## src/rtl/ultrasonic_burst_gen_pkg.sv

```systemverilog
// Shared definitions for the ultrasonic burst generator: FSM state encodings
// and the default counter width.
package ultrasonic_defs;

    localparam int unsigned CNT_W_DEF = 16;

    typedef enum logic [1:0] {
        ST_IDLE  = 2'd0,
        ST_BURST = 2'd1,
        ST_GAP   = 2'd2
    } state_t;

endpackage

```

## src/rtl/ultrasonic_burst_gen.sv

```systemverilog
// Burst generator for an ultrasonic transducer: N complementary square-wave cycles
// per burst, then a gap, one-shot or continuous. Optional dead time: ULTRASONIC_DEADTIME_EN.
module ultrasonic_burst_gen
    import ultrasonic_defs::*;
#(
    parameter int unsigned CNT_W     = CNT_W_DEF,
    parameter int unsigned DEAD_CLKS = 2
) (
    input  logic             clk,
    input  logic             rst,
    input  logic             tick,
    input  logic             en,
    input  logic             start,
    input  logic [CNT_W-1:0] num_cycles,
    input  logic [CNT_W-1:0] gap_ticks,
    input  logic             continuous,
    output logic             drv_p,
    output logic             drv_n,
    output logic             busy,
    output logic             done
);

    if (DEAD_CLKS < 1) begin : g_dead_chk
        $error("DEAD_CLKS must be at least 1");
    end

    state_t           state, state_n;
    logic             phase, phase_n;
    logic [CNT_W-1:0] cyc_ctr, cyc_ctr_n;
    logic [CNT_W-1:0] gap_ctr, gap_ctr_n;
    logic [CNT_W-1:0] n_lat, n_lat_n;
    logic [CNT_W-1:0] g_lat, g_lat_n;
    logic             cont_lat, cont_lat_n;
    logic             gap_leave;
    logic             done_n, busy_n, drv_p_n, drv_n_n;
    logic             drv_gate_c;

    // Next-state and counter logic; en low overrides everything else.
    always_comb begin
        state_n    = state;
        phase_n    = phase;
        cyc_ctr_n  = cyc_ctr;
        gap_ctr_n  = gap_ctr;
        n_lat_n    = n_lat;
        g_lat_n    = g_lat;
        cont_lat_n = cont_lat;
        gap_leave  = 1'b0;
        done_n     = 1'b0;
        if (!en) begin
            state_n   = ST_IDLE;
            phase_n   = 1'b0;
            cyc_ctr_n = '0;
            gap_ctr_n = '0;
        end else begin
            case (state)
                ST_IDLE: begin
                    if (start && (num_cycles != '0)) begin
                        n_lat_n    = num_cycles;
                        g_lat_n    = gap_ticks;
                        cont_lat_n = continuous;
                        phase_n    = 1'b0;
                        cyc_ctr_n  = '0;
                        gap_ctr_n  = '0;
                        state_n    = ST_BURST;
                    end
                end
                ST_BURST: begin
                    if (tick) begin
                        phase_n = ~phase;
                        if (phase) begin
                            if (cyc_ctr == n_lat - CNT_W'(1)) begin
                                state_n   = ST_GAP;
                                gap_ctr_n = '0;
                            end else begin
                                cyc_ctr_n = cyc_ctr + CNT_W'(1);
                            end
                        end
                    end
                end
                ST_GAP: begin
                    if (g_lat == '0) begin
                        gap_leave = 1'b1;
                    end else if (tick) begin
                        if (gap_ctr == g_lat - CNT_W'(1)) begin
                            gap_leave = 1'b1;
                        end else begin
                            gap_ctr_n = gap_ctr + CNT_W'(1);
                        end
                    end
                    if (gap_leave) begin
                        phase_n   = 1'b0;
                        cyc_ctr_n = '0;
                        gap_ctr_n = '0;
                        if (cont_lat) begin
                            state_n = ST_BURST;
                        end else begin
                            state_n = ST_IDLE;
                            done_n  = 1'b1;
                        end
                    end
                end
                default: begin
                    state_n = ST_IDLE;
                end
            endcase
        end
    end

`ifdef ULTRASONIC_DEADTIME_EN
    localparam int unsigned DEAD_W = $clog2(DEAD_CLKS + 1);

    logic [DEAD_W-1:0] dead_ctr, dead_ctr_n;

    // Reload the dead-time counter whenever a new half-period begins.
    always_comb begin
        dead_ctr_n = '0;
        if (state_n == ST_BURST) begin
            if ((state != ST_BURST) || (phase_n != phase)) begin
                dead_ctr_n = DEAD_W'(DEAD_CLKS);
            end else if (dead_ctr != '0) begin
                dead_ctr_n = dead_ctr - DEAD_W'(1);
            end
        end
    end

    always_ff @(posedge clk) begin
        if (rst) begin
            dead_ctr <= '0;
        end else begin
            dead_ctr <= dead_ctr_n;
        end
    end

    assign drv_gate_c = (dead_ctr_n == '0);
`else
    assign drv_gate_c = 1'b1;
`endif

    // Output values for the next edge, derived from the next state.
    always_comb begin
        busy_n  = (state_n != ST_IDLE);
        drv_p_n = (state_n == ST_BURST) && !phase_n && drv_gate_c;
        drv_n_n = (state_n == ST_BURST) &&  phase_n && drv_gate_c;
    end

    always_ff @(posedge clk) begin
        if (rst) begin
            state    <= ST_IDLE;
            phase    <= 1'b0;
            cyc_ctr  <= '0;
            gap_ctr  <= '0;
            n_lat    <= '0;
            g_lat    <= '0;
            cont_lat <= 1'b0;
            drv_p    <= 1'b0;
            drv_n    <= 1'b0;
            busy     <= 1'b0;
            done     <= 1'b0;
        end else begin
            state    <= state_n;
            phase    <= phase_n;
            cyc_ctr  <= cyc_ctr_n;
            gap_ctr  <= gap_ctr_n;
            n_lat    <= n_lat_n;
            g_lat    <= g_lat_n;
            cont_lat <= cont_lat_n;
            drv_p    <= drv_p_n;
            drv_n    <= drv_n_n;
            busy     <= busy_n;
            done     <= done_n;
        end
    end

endmodule

```

## config.mk

```make
export PLATFORM = sky130hd
export DESIGN_NAME = ultrasonic_burst_gen
export DESIGN_NICKNAME = d
export VERILOG_FILES = /design/src/rtl/ultrasonic_burst_gen_pkg.sv /design/src/rtl/ultrasonic_burst_gen.sv
export SDC_FILE = /design/constraint.sdc
export NUM_CORES = 1
export LEC_CHECK = 0
export CAP_MARGIN = 5
export CORE_UTILIZATION = 45
export DETAILED_ROUTE_END_ITERATION = 12
export PLACE_DENSITY_LB_ADDON = 0.15
export SKIP_LAST_GASP = 1
export SYNTH_ARGS = -nofsm -noshare
export SYNTH_HDL_FRONTEND = slang
export SYNTH_SLANG_ARGS = --single-unit
```

## constraint.sdc

```tcl
create_clock -name clk -period 3.68 [get_ports clk]
set_input_delay 1.104 -clock clk [delete_from_list [all_inputs] [get_ports clk]]
set_output_delay 1.104 -clock clk [all_outputs]
set_load 0.01 [all_outputs]
```

# After elaboration in Yosys (flattened, before gate mapping)
# Index checks and enable logic that the tools add are counted.
dict set report totals {
  ff_bits 72
  latch_bits 0
  ramBits 0
  rom_bits 0
  inputBits 38
  wordCells 80
  n_memories 0
}
dict set report op_classes {
  add_sub_neg 4
  multipliers 0
  div 0
  order_cmp 0
  n_eq_ne 14
  shifts 0
  mux 33
  bitwise_logic 4
  reduce_logical 14
}
# op count
set ops {}
lappend ops {{$mux W16} 12}
lappend ops {{$pmux W16 S3} 2}
lappend ops {{$add A16 B1 Y16 const B} 2}
lappend ops {{$eq A16 B16 Y1} 2}
lappend ops {{$sub A16 B1 Y16 const B} 2}
lappend ops {{$logic_not A16 Y1} 1}
lappend ops {{$reduce_bool A16 Y1} 1}
lappend ops {{$mux W2} 6}
lappend ops {{$ne A2 B2 Y1 const B} 6}
lappend ops {{$mux W1} 11}
lappend ops {{$ne A3 B3 Y1 const B} 3}
lappend ops {{$reduce_and A8 Y1} 1}
lappend ops {{$pmux W2 S3} 1}
lappend ops {{$reduce_and A6 Y1} 1}
lappend ops {{$eq A2 B1 Y1 const B} 2}
lappend ops {{$not A1 Y1} 4}
lappend ops {{$reduce_or A4 Y1} 1}
lappend ops {{$logic_and A1 B1 Y1} 3}
lappend ops {{$pmux W1 S3} 1}
lappend ops {{$reduce_and A3 Y1} 1}
lappend ops {{$reduce_bool A3 Y1} 1}
lappend ops {{$eq A2 B2 Y1 const B} 1}
lappend ops {{$logic_not A2 Y1} 1}
lappend ops {{$reduce_bool A2 Y1} 1}
lappend ops {{other kinds (2)} 2}

# Logic depth before layout (Yosys ltp)
dict set report depth {
  depth_word 12
  depth_mapped 15
  mapped_depth_nobuf 11
}

# Worst setup path before layout
# No wires, ideal clock.
dict set report synth_timing {
  path_kind {reg2reg}
  startpoint {reg g_lat[3]}
  endpoint {reg cyc_ctr[15]}
  setup_time_ns 0.070
  arrival_ns 3.136
  path_slack_ns 0.474
  stages_incl_launch_ff 12
  period_less_slack_ns 3.206
  path_cell_list {dfxtp_1 buf_2 or4_4 nor3_1 mux2_1 o21ai_1 a22oi_2 o41ai_4 nor3_2 buf_6 or4_1 a21oi_1}
}
dict set report synth_between {
  elab_chain_len 9
  elab_cells_between_ends 10
}
# item line
set synth_lines {}
lappend synth_lines {{start, declared} ultrasonic_burst_gen.sv:32} ;# logic [CNT_W-1:0] g_lat, g_lat_n;
lappend synth_lines {{start signal, assigned} ultrasonic_burst_gen.sv:165} ;# g_lat <= g_lat_n;
lappend synth_lines {{$sub A16 B1 Y16} ultrasonic_burst_gen.sv:84} ;# if (gap_ctr == g_lat - CNT_W'(1)) begin
lappend synth_lines {{$eq A16 B16 Y1} ultrasonic_burst_gen.sv:84}
lappend synth_lines {{$mux W1} ultrasonic_burst_gen.sv:84}
lappend synth_lines {{$mux W1} ultrasonic_burst_gen.sv:83} ;# end else if (tick) begin
lappend synth_lines {{$mux W1 (*)} ultrasonic_burst_gen.sv:81} ;# if (g_lat == '0) begin
lappend synth_lines {{$mux W1 (*)} ultrasonic_burst_gen.sv:55} ;# case (state)
lappend synth_lines {{$mux W1 (*)} ultrasonic_burst_gen.sv:49} ;# if (!en) begin
lappend synth_lines {{$ne A2 B2 Y1 (no line) (*)} n/a}
lappend synth_lines {{$reduce_and A6 Y1 (no line) (*)} n/a}
lappend synth_lines {{end signal, assigned} ultrasonic_burst_gen.sv:162} ;# cyc_ctr <= cyc_ctr_n;
lappend synth_lines {{end, declared} ultrasonic_burst_gen.sv:29} ;# logic [CNT_W-1:0] cyc_ctr, cyc_ctr_n;
# Mark *: on every way between the ends. The rest lies on a longest branch, timed or not. The select of a mux whose other input is x is not followed.
# A chain may end at the register's enable or synchronous reset.

# Worst setup path after layout
dict set report layout_timing {
  startpoint {in num_cycles[3]}
  endpoint {reg cyc_ctr[5]}
}
dict set report layout_between {
  elab_chain_len 4
}
# item line
set layout_lines {}
lappend layout_lines {{start, declared} ultrasonic_burst_gen.sv:14} ;# input logic [CNT_W-1:0] num_cycles,
lappend layout_lines {{$reduce_bool A16 Y1} ultrasonic_burst_gen.sv:57} ;# if (start && (num_cycles != '0)) begin
lappend layout_lines {{$logic_and A1 B1 Y1} ultrasonic_burst_gen.sv:57}
lappend layout_lines {{$ne A2 B2 Y1 (no line)} n/a}
lappend layout_lines {{$reduce_and A6 Y1 (no line)} n/a}
# No other way between the ends.

==> impl_metrics.env <==
export IMPL_status="finished, final reports clean"
export IMPL_core_area_um2=9200
export IMPL_hold_violations=0
export IMPL_place_congestion=0.896
export IMPL_antenna_found_initial=0
export IMPL_grt_usage=0.222
export IMPL_die_h_um=99.3
export IMPL_yosysUniqueCellTypes=63
export IMPL_synthArstFlopShare=0
export IMPL_power_mw=1.69
export IMPL_worst_slew_pin_transition_ps=560
export IMPL_fin_crit_ps=3420
export IMPL_timing_setup_tns_ps=0
export IMPL_drt_initial_drc_count=139
export IMPL_drv_slew=0
export IMPL_htreeDepth=3
export IMPL_drive_above_1_share=0.0920
export IMPL_netlist_area_um2=4260
export IMPL_synthCells=548
export IMPL_firstDrtPassIters=4
export IMPL_grt_pass1_vias=3772
export IMPL_cp_start_kind="input pin"
export IMPL_grt_max_degree=34
export IMPL_dp_hpwl_mm=8.06
export IMPL_io_pins=42
export IMPL_final_cell_mix="98 x nand2_1, 72 x dfxtp_1, 59 x a21oi_1"
export IMPL_wl_per_cell_um=14.9
export IMPL_clock_sinks=72
export IMPL_synth_top_cell_by_area="dfxtp_1"
export IMPL_start_util=0.463
export IMPL_finClkSkew_ps=11.4
export IMPL_fmax_mhz=293
export IMPL_synth_flop_cell="dfxtp_1"
export IMPL_nets=636
export IMPL_crit_fanout=7
export IMPL_power_leakage_nw=1.86
export IMPL_drt_total_wl_mm=10.6
export IMPL_worst_skew_pair_late_latency_ps=340
export IMPL_postCtsSetupBuffers=0
export IMPL_final_common_cell="nand2_1"
export IMPL_cap_violations=0
export IMPL_n_antenna_cell=0
export IMPL_dieWidth_um=99.3
export IMPL_p_per_area_nw_per_um2=337
export IMPL_end_kind="flop"
export IMPL_relSlewSlack=0.623
export IMPL_synth_area_top_cells="dfxtp_1 34%, nand2_1 8.6%, a21oi_1 6.9%"
export IMPL_rows=35
export IMPL_cts_buffer_depth=2
export IMPL_rsz0062_at_grt="false"
export IMPL_synth_edf_count=0
export IMPL_setup_violations=0
export IMPL_syn_area_per_cell_um2=7.77
export IMPL_cts_resized=0
export IMPL_crit_required_ps=3960
export IMPL_vias=4089
export IMPL_critPathKind="input pin to flop"
export IMPL_ant_nets=0
export IMPL_crit_arrival_ps=3700
export IMPL_ir_drop_uv=215
export IMPL_drc=0
export IMPL_ctsHoldBuffers=0
export IMPL_yosys_register_bits=72
export IMPL_hold_path_class="flop to flop"
export IMPL_cts_tree="done"
export IMPL_grt_overflow_total=0
export IMPL_dieArea_um2=9860
export IMPL_syn2layout_area_growth_pct=17.8
export IMPL_clk_pin_slew_worst_paths_ps=80
export IMPL_synth_nets=590
export IMPL_synth_seq_area_share=0.338
export IMPL_yosysTopAreaCellShare=0.338
export IMPL_io_buffers=41
export IMPL_layout_worst_path_cycle_share=0.929
export IMPL_via_per_inst=5.77
export IMPL_ctsRootBufferMaster="clkbuf_8"
export IMPL_cts_buffers=9
export IMPL_grt_first_pass_wirelength_mm=17.6
export IMPL_yosysWarningCount=0
[layout make-up]
type | instances | area, um2
Clock inverter | 4 | 22.5
Multi-Input combinational cell | 438 | 2650
Tap cell | 111 | 139
Fill cell | 882 | 4180
Timing Repair Buffer | 65 | 603
Sequential cell | 72 | 1440
Clock buffer | 11 | 131
Inverter | 8 | 30.0
[Yosys cell counts, drive strengths merged, types with 12 or more instances]
cell type / instances
a21oi: 59
and3: 12
clkbuf: 21
dfxtp: 72
nand2: 98
nand3: 16
nor2: 30
nor3: 16
nor4: 17
o21ai: 26
or3: 13
or4: 15
xnor2: 15
xor2: 26
[registers in the layout, indices dropped and copies added (netlist names), 2 cells and up]
name	cells
n_lat	16
state	2
gap_ctr	16
g_lat	16
cyc_ctr	16
[metal layers]
layer / vias to the layer above / track usage / wire, um
met1: 1963 / 0.258 / 4600
met4: 0 / 0.0543 / 97
met5: - / 0 / 0
met2: 49 / 0.419 / 5680
li1: 2072 / - / -
met3: 5 / 0.0394 / 204
[power breakdown]
part,internal (mW),switching (mW),leakage (nW)
logic,0.160,0.170,1.19
clock network,0.238,0.298,0.0789
registers,0.797,0.0274,0.584
[final timing paths]
path,end,start,slack (ps),cells past startpoint
max,cyc_ctr[5],num_cycles[3],260,8
min,n_lat[15],n_lat[15],490,2
max reg2reg,cyc_ctr[15],g_lat[7],290,10
min reg2reg,n_lat[15],n_lat[15],490,2
[per-stage QoR]
step	area (um2)	hold slack, ps	instances	util	setup slack [ps]
3_3_place_gp	4860	475	694	0.529	-41.9
3_5_place_dp	4860	475	694	0.529	-119
5_1_grt	5020	515	709	0.546	70.5
6_report	5020	488	709	0.546	262
2_1_floorplan	4260	422	548	-	474
4_1_cts	5020	486	709	0.546	231
[worst max-delay path, stage by stage]
cell and delay (ps):
clkdlybuf4s50_1 430, nor4_1 430, a41oi_1 240, nor3b_1 240, or2_2 330, or2_1 320
or4_1 530, nand2_1 80
[cells by family after synthesis]
family,share of synthesized area
buffers and inverters,0.0396
AOI/OAI and AO/OA,0.197
xor gates and xnor gates,0.0843
adders and majority gates,0.0117
muxes,0.0147
DFF,0.338
and+or+nand+nor,0.314
Note: power is estimated with default switching activity, not from simulation.
